File: config.mk
export PLATFORM = sky130hd
export DESIGN_NAME = redun_mont_iter_ctl
export DESIGN_NICKNAME = d
export VERILOG_FILES = /design/src/rtl/redun_mont_pkg.sv /design/src/rtl/redun_mont_iter_cnt.sv /design/src/rtl/redun_mont_iter_ctl.sv
export SDC_FILE = /design/constraint.sdc
export NUM_CORES = 1
export LEC_CHECK = 0
export CAP_MARGIN = 0
export CORE_UTILIZATION = 45
export DETAILED_ROUTE_END_ITERATION = 6
export PLACE_DENSITY = 0.73
export SYNTH_ARGS = -nofsm -noshare
export SYNTH_HDL_FRONTEND = slang
export SYNTH_SLANG_ARGS = --single-unit
File: constraint.sdc
create_clock -name i_clk -period 4.65 [get_ports i_clk]
set_input_delay 0.93 -clock i_clk [delete_from_list [all_inputs] [get_ports i_clk]]
set_output_delay 0.93 -clock i_clk [all_outputs]
set_load 0.02 [all_outputs]
File: src/rtl/redun_mont_pkg.sv
// redun_mont_pkg: shared types and constants for the redundant-form
// Montgomery repeated-squaring engine and its iteration controller.
//   redun0_t          - redundant-form operand (NUM_WRDS words of WRD_BITS)
//   iter_ctl_state_t  - one-hot state encoding of redun_mont_iter_ctl
//   ITER_BITS_DEFAULT - default width of iteration counts
//   ENG_RECOV_CYC     - worst-case extra cycles of the engine overflow-recovery path
//   ITER_TIMEOUT_DEFAULT - default pulse-to-pulse watchdog, ample margin over recovery
package redun_mont_pkg;

  localparam int NUM_WRDS = 4;
  localparam int WRD_BITS = 17;

  typedef logic [NUM_WRDS-1:0][WRD_BITS-1:0] redun0_t;

  localparam int ITER_BITS_DEFAULT    = 64;
  localparam int ENG_RECOV_CYC        = 8;
  localparam int ITER_TIMEOUT_DEFAULT = 8 * ENG_RECOV_CYC;

  typedef enum logic [4:0] {
    ST_IDLE   = 5'b00001,
    ST_LOAD   = 5'b00010,
    ST_RUN    = 5'b00100,
    ST_FLUSH  = 5'b01000,
    ST_RESULT = 5'b10000
  } iter_ctl_state_t;

endpackage

File: src/rtl/redun_mont_iter_cnt.sv
// redun_mont_iter_cnt: iteration counter and inactivity watchdog for the
// repeated-squaring controller.
//   i_clk, i_rst  - clock, synchronous active-high reset
//   i_clr         - clear both counters (job load)
//   i_run         - counting enabled (controller in RUN)
//   i_inc         - engine produced one iteration this cycle
//   i_term        - target iteration count T
//   o_cnt_nxt     - iteration count including this cycle's pulse
//   o_hit         - this cycle's pulse is the T-th one
//   o_timeout     - TIMEOUT_CYC consecutive cycles without a pulse end this cycle
module redun_mont_iter_cnt
  import redun_mont_pkg::*;
#(
  parameter int ITER_BITS   = ITER_BITS_DEFAULT,
  parameter int TIMEOUT_CYC = ITER_TIMEOUT_DEFAULT
) (
  input  logic                 i_clk,
  input  logic                 i_rst,
  input  logic                 i_clr,
  input  logic                 i_run,
  input  logic                 i_inc,
  input  logic [ITER_BITS-1:0] i_term,
  output logic [ITER_BITS-1:0] o_cnt_nxt,
  output logic                 o_hit,
  output logic                 o_timeout
);

  localparam int TO_W = $clog2(TIMEOUT_CYC + 1);

  logic [ITER_BITS-1:0] cnt;
  logic [TO_W-1:0]      to_cnt;

  always_ff @(posedge i_clk) begin
    if (i_rst || i_clr) begin
      cnt    <= '0;
      to_cnt <= '0;
    end else if (i_run) begin
      if (i_inc) begin
        cnt    <= o_cnt_nxt;
        to_cnt <= '0;
      end else begin
        to_cnt <= to_cnt + 1'b1;
      end
    end
  end

  assign o_cnt_nxt = cnt + ITER_BITS'(i_inc);
  assign o_hit     = i_run & i_inc & (o_cnt_nxt == i_term);
  // Fires on the cycle that would make the idle count reach TIMEOUT_CYC.
  assign o_timeout = i_run & ~i_inc & (to_cnt == TO_W'(TIMEOUT_CYC - 1));

endmodule

File: src/rtl/redun_mont_iter_ctl.sv
// redun_mont_iter_ctl: job sequencer for the redundant-form Montgomery
// repeated-squaring engine. Loads a start value, counts T engine iterations,
// captures the T-th result, flushes the engine and hands the result out.
//   i_clk, i_rst                      - clock, synchronous active-high reset
//   i_job_val/o_job_rdy               - job handshake
//   i_job_sq, i_job_iter              - start value and squaring count T
//   i_abort                           - cancel running job (LOAD/RUN only)
//   o_eng_rst, o_eng_sq, o_eng_val    - engine control/load
//   i_eng_mul, i_eng_val              - engine per-iteration output
//   o_res_val/i_res_rdy               - result handshake
//   o_res_dat, o_res_iter, o_res_err  - result value, iterations done, error flag
//   o_busy                            - controller not in IDLE
module redun_mont_iter_ctl
  import redun_mont_pkg::*;
#(
  parameter int ITER_BITS   = ITER_BITS_DEFAULT,
  parameter int ENG_RST_CYC = 4,
  parameter int TIMEOUT_CYC = ITER_TIMEOUT_DEFAULT
) (
  input  logic                 i_clk,
  input  logic                 i_rst,
  input  logic                 i_job_val,
  output logic                 o_job_rdy,
  input  redun0_t              i_job_sq,
  input  logic [ITER_BITS-1:0] i_job_iter,
  input  logic                 i_abort,
  output logic                 o_eng_rst,
  output redun0_t              o_eng_sq,
  output logic                 o_eng_val,
  input  redun0_t              i_eng_mul,
  input  logic                 i_eng_val,
  output logic                 o_res_val,
  input  logic                 i_res_rdy,
  output redun0_t              o_res_dat,
  output logic [ITER_BITS-1:0] o_res_iter,
  output logic                 o_res_err,
  output logic                 o_busy
);

  localparam int FC_W = $clog2(ENG_RST_CYC + 1);

  iter_ctl_state_t      state;
  logic [ITER_BITS-1:0] job_iter;
  logic [FC_W-1:0]      fcnt;
  logic                 pend;     // a result is waiting behind the flush
  redun0_t              last_mul; // most recent engine output of this job

  logic                 cnt_clr;
  logic                 cnt_run;
  logic [ITER_BITS-1:0] cnt_nxt;
  logic                 hit;
  logic                 timeout;

  assign cnt_clr = (state == ST_LOAD);
  assign cnt_run = (state == ST_RUN);

  redun_mont_iter_cnt #(
    .ITER_BITS   (ITER_BITS),
    .TIMEOUT_CYC (TIMEOUT_CYC)
  ) u_cnt (
    .i_clk     (i_clk),
    .i_rst     (i_rst),
    .i_clr     (cnt_clr),
    .i_run     (cnt_run),
    .i_inc     (i_eng_val),
    .i_term    (job_iter),
    .o_cnt_nxt (cnt_nxt),
    .o_hit     (hit),
    .o_timeout (timeout)
  );

  always_ff @(posedge i_clk) begin
    if (i_rst) begin
      // Power-on and mid-job reset both flush the engine without a result.
      state      <= ST_FLUSH;
      fcnt       <= '0;
      pend       <= 1'b0;
      o_job_rdy  <= 1'b0;
      o_eng_rst  <= 1'b1;
      o_eng_val  <= 1'b0;
      o_eng_sq   <= '0;
      o_res_val  <= 1'b0;
      o_res_err  <= 1'b0;
      o_res_dat  <= '0;
      o_res_iter <= '0;
      o_busy     <= 1'b1;
      last_mul   <= '0;
      job_iter   <= '0;
    end else begin
      case (state)
        ST_IDLE: begin
          if (i_job_val && o_job_rdy) begin
            job_iter  <= i_job_iter;
            o_job_rdy <= 1'b0;
            o_busy    <= 1'b1;
            if (i_job_iter == '0) begin
              // Zero squarings: the start value is the answer, engine untouched.
              o_res_dat  <= i_job_sq;
              o_res_iter <= '0;
              o_res_err  <= 1'b0;
              o_res_val  <= 1'b1;
              state      <= ST_RESULT;
            end else begin
              o_eng_sq  <= i_job_sq;
              o_eng_val <= 1'b1;
              state     <= ST_LOAD;
            end
          end
        end

        ST_LOAD: begin
          o_eng_val <= 1'b0;
          last_mul  <= '0;
          if (i_abort) begin
            o_res_err  <= 1'b1;
            o_res_iter <= '0;
            o_res_dat  <= '0;
            pend       <= 1'b1;
            fcnt       <= '0;
            o_eng_rst  <= 1'b1;
            state      <= ST_FLUSH;
          end else begin
            state <= ST_RUN;
          end
        end

        ST_RUN: begin
          if (hit) begin
            // Completion takes precedence over a simultaneous abort.
            o_res_dat  <= i_eng_mul;
            o_res_iter <= job_iter;
            o_res_err  <= 1'b0;
            pend       <= 1'b1;
            fcnt       <= '0;
            o_eng_rst  <= 1'b1;
            state      <= ST_FLUSH;
          end else if (i_abort || timeout) begin
            // A pulse arriving with the abort still counts as completed work.
            o_res_err  <= 1'b1;
            o_res_iter <= cnt_nxt;
            o_res_dat  <= i_eng_val ? i_eng_mul : last_mul;
            pend       <= 1'b1;
            fcnt       <= '0;
            o_eng_rst  <= 1'b1;
            state      <= ST_FLUSH;
          end else if (i_eng_val) begin
            last_mul <= i_eng_mul;
          end
        end

        ST_FLUSH: begin
          if (fcnt == FC_W'(ENG_RST_CYC - 1)) begin
            o_eng_rst <= 1'b0;
            if (pend) begin
              pend      <= 1'b0;
              o_res_val <= 1'b1;
              state     <= ST_RESULT;
            end else begin
              o_job_rdy <= 1'b1;
              o_busy    <= 1'b0;
              state     <= ST_IDLE;
            end
          end else begin
            fcnt <= fcnt + 1'b1;
          end
        end

        ST_RESULT: begin
          if (i_res_rdy) begin
            o_res_val <= 1'b0;
            o_job_rdy <= 1'b1;
            o_busy    <= 1'b0;
            state     <= ST_IDLE;
          end
        end

        default: begin
          state     <= ST_FLUSH;
          fcnt      <= '0;
          pend      <= 1'b0;
          o_eng_rst <= 1'b1;
          o_job_rdy <= 1'b0;
          o_busy    <= 1'b1;
        end
      endcase
    end
  end

endmodule

==> flow_metrics.py <==
metrics = {
    "power": {
        "leakagePower_nw": 11.4,
        "vdd_ir_drop_max_mv": 0.279,
        "p_per_area_nw_per_um2": 262,
    },
    "sta": {
        "finalCritPeriodShare_pct": 99.1,
        "fin_skew_ns": 0.0308,
        "fin_ws_ns": 0.0413,
        "tightest_slew_ns": 1.37,
        "fmax_mhz": 217,
        "min_period_ns": 4.61,
        "maxSlewViolCount": 0,
        "hold_violations": 0,
        "slew_headroom_pct": 8.65,
        "whs_ns": 0.457,
        "finalSetupViolCount": 0,
    },
    "clocking": {
        "clkLatencyLatePin_ns": 0.60,
        "clk_pin_slew_ns": 0.06,
        "cts_tree": "done",
        "root_buffer": "clkbuf_16",
        "clock_path_buffers": 3,
        "cts-htree-levels": 2,
        "clock-sinks": 418,
        "cts_buffers": 45,
    },
    "critical_path": {
        "worstPathMaxFanout": 9,
        "reg2reg_depth": 16,
        "crit_required_ns": 5.08,
        "cp-end-kind": "flip-flop",
        "worstPathArrival_ns": 5.04,
        "r2r-end": "last_mul[38]$_SDFFE_PP0P_",
        "cp-start-kind": "input pin",
        "r2r_slack_ns": 0.12,
        "worstSetupPathType": "in -> reg",
        "reg2reg_from": "u_cnt.cnt[38]$_SDFFE_PP0P_",
    },
    "synthesis": {
        "ys.flop_type": "dfxtp_1",
        "synth-edff-count": 0,
        "syn-instance-count": 2807,
        "synth.net_count": 3018,
        "ys_seq_area_share_pct": 38.1,
        "yosysTopAreaCell": "dfxtp_1",
        "syn_area_sq_um": 22000,
        "ys_seq_elements": 418,
        "synthDistinctLibCells": 73,
        "synth_top_cell_area_share_pct": 38.1,
        "yosys_warnings": 0,
        "synth.avg_cell_area_sq_um": 7.82,
        "synth_area_leaders": "dfxtp_1, a21oi_1, mux2i_1",
        "async_flop_share_pct": 0,
    },
    "layout": {
        "area_growth_pct": 39.6,
        "fillCellCount": 4100,
        "finalNetCount": 3574,
        "drive_gt1_share_pct": 14.4,
        "final_util_pct": 63.9,
        "final_cells": 4015,
    },
    "floorplanning": {
        "num_rows": 80,
        "core-area_sq_um": 47900,
        "dieArea_sq_um": 49700,
        "io_pins": 412,
        "die_h_um": 223,
        "start_util_pct": 45.8,
        "die_w_um": 223,
    },
    "global_routing": {
        "grt_pass1_vias": 23798,
        "grt_antenna_before_repair": 7,
        "grt_first_pass_wirelength_um": 151000,
        "grt_overflow": 0,
        "grt_max_degree": 188,
        "grt_usage_pct": 40.6,
    },
    "placed_design": {
        "hpwl_um": 80800,
        "io_buffers": 411,
        "place_worst_setup_slack_ns": -0.958,
        "routabilityCongestion": 1.08,
        "placedCellCount": 3916,
    },
    "route": {
        "dr.pass1.iters": 5,
        "drt_iter0_drc": 2694,
        "drc_errors": 0,
        "routed_wl_um": 105000,
        "routedWlPerCell_um": 26.3,
        "vias": 24798,
        "viasPerCell": 6.18,
        "postRouteAntennaNets": 0,
    },
    "hold_path": {
        "holdPathStages": 2,
        "worstHoldEndpoint": "o_eng_sq[60]$_SDFFE_PP0P_",
        "min_from": "o_eng_sq[60]$_SDFFE_PP0P_",
        "min_path_type": "reg -> reg",
    },
    "outcome": {
        "status": "complete, no violations",
    },
    "flow_run": {
        "cap_violations": 0,
    },
}
-- timing repair --
| item | 4_1_cts | 5_1_grt |
|---|---|---|
| pin swaps | 0 | 22 |
| setup endpoints to repair | 110 | 202 |
| hold endpoints to repair | 0 | 0 |
| hold buffers | 0 | 0 |
| resized for setup | 6 | 34 |
| setup buffers | 0 | 9 |
| gates cloned | 0 | 6 |
-- worst max-delay path, stage by stage --
cell and delay (ns):
buf_4 0.11, ha_4 0.16, ha_4 0.14, nand3_4 0.11
or4_4 0.64, nor4_4 0.24, buf_4 0.17, mux2_2 0.43
a311oi_1 0.29, buf_4 0.22, nand4_1 0.12, nor4_2 0.31
buf_4 0.17, nand3_1 0.07, buf_4 0.16, o21ai_4 0.08
buf_12 0.20, buf_12 0.16, mux2i_1 0.23, nor2_1 0.06
-- power by group --
part	internal, mW	switching [mW]	total [mW]	leakage (nW)
Sequential	3.61	0.0255	3.64	3.37
Combinational	0.297	0.321	0.618	7.28
Clock	2.21	1.57	3.78	0.768
Total	6.13	1.91	8.04	11.4
-- cells in the mapped netlist (5+ instances only) --
master and n:
a2111oi_0 9, a211o_1 7, a211oi_1 8, a21oi_1 379
a311oi_1 72, a31oi_1 9, and2_1 12, and3_1 28
and4_1 15, buf_1 14, buf_2 32, buf_4 6
clkbuf_1 197, dfxtp_1 418, ha_1 5, inv_1 26
mux2i_1 139, nand2_1 359, nand2b_1 22, nand3_1 77
nand3b_1 6, nand4_1 94, nor2_1 317, nor2b_1 5
nor3_1 59, nor3b_1 6, nor4_1 50, nor4_2 6
o2111ai_1 9, o211ai_1 8, o21a_1 6, o21ai_0 99
o221ai_1 5, o31ai_1 5, or2_2 6, or3_1 23
or4_1 32, xnor2_1 113, xnor3_1 7, xor2_1 62
-- worst max-delay path by stage --
stage,start,end
after floorplan,i_eng_val,last_mul[0]$_SDFFE_PP0P_
after global placement,i_eng_val,last_mul[8]$_SDFFE_PP0P_
after detailed placement,i_eng_val,last_mul[32]$_SDFFE_PP0P_
after CTS,i_eng_val,o_res_dat[34]$_SDFFE_PP0P_
after global routing,i_eng_val,o_res_dat[12]$_SDFFE_PP0P_
final,i_eng_val,last_mul[38]$_SDFFE_PP0P_
-- layout make-up --
cell class	count	area (sq um)	area share, %
timing repair buffer	760	7120	23.2
sequential	418	8370	27.3
antenna	2	5.00	0.0163
tap	615	769	2.51
clock buffer	63	1330	4.32
clock inverter	19	216	0.706
multi-input combinational	2112	12800	41.6
inverter	26	97.6	0.318
-- per-layer routing --
metal	GRT usage, %	vias to the layer above	part of all wire, %
met5	0	-	0.028
met4	19.5	4	5.4
met3	8.64	300	9.9
met2	64.0	1395	44
met1	52.9	11979	40
li1	-	11120	-
-- cells by family (layout without fill, tap and decap cells) --
logic type	count (synthesis)	count (layout)	synth area share [%]
adders and majority gates	5	5	0.285
and+or+nand+nor	1131	1132	24.7
AOI/OAI and AO/OA	652	652	17.5
muxes	141	141	6.44
buffers and inverters	278	868	5.17
DFF	418	418	38.1
other	0	2	0
xor gates and xnor gates	182	182	7.70
-- layout by cell type, fill, tap and decap left out, types with 8 or more instances in the layout --
cell	synthesis	routed
a311oi_1	72	72
clkbuf_8	0	11
o2111ai_1	9	9
nand3_1	77	76
nor4_1	50	43
inv_1	26	26
a211oi_1	8	8
a31oi_1	9	9
clkbuf_16	0	51
nand2_1	359	358
nand4_1	94	94
and2_1	12	12
or4_1	32	29
a21oi_1	379	379
and4_1	15	14
clkinv_2	0	11
clkdlybuf4s50_1	0	409
and3_1	28	28
nor2_1	317	315
buf_4	6	320
xor2_1	62	62
dfxtp_1	418	417
o211ai_1	8	8
buf_12	0	21
nor3_1	59	57
xnor2_1	113	112
nand2b_1	22	21
mux2i_1	139	137
nor4_2	6	10
o21ai_0	99	98
or3_1	23	22
-- stage by stage --
| stage | area, sq um | TNS, ns | total power, mW |
|---|---|---|---|
| finish | 30700 | 0 | 8.04 |
| global route | 30700 | -0.314 | 8.23 |
| CTS | 30300 | 0 | 8.05 |
| detailed placement | 28700 | -140.66 | 4.32 |
| global placement | 28700 | -142.71 | 4.31 |
| floorplan | 22000 | 0 | 3.98 |
-- state kept, by name, indices dropped and copies added (netlist names) --
register	flops
job_iter	64
fcnt	3
o_res_err	1
u_cnt.to_cnt	7
o_eng_rst	1
state	5
o_res_dat	68
o_eng_val	1
o_res_val	1
pend	1
o_eng_sq	68
o_res_iter	64
u_cnt.cnt	64
o_busy	1
last_mul	68
o_job_rdy	1
No activity file was read; power rests on OpenSTA's default activity.
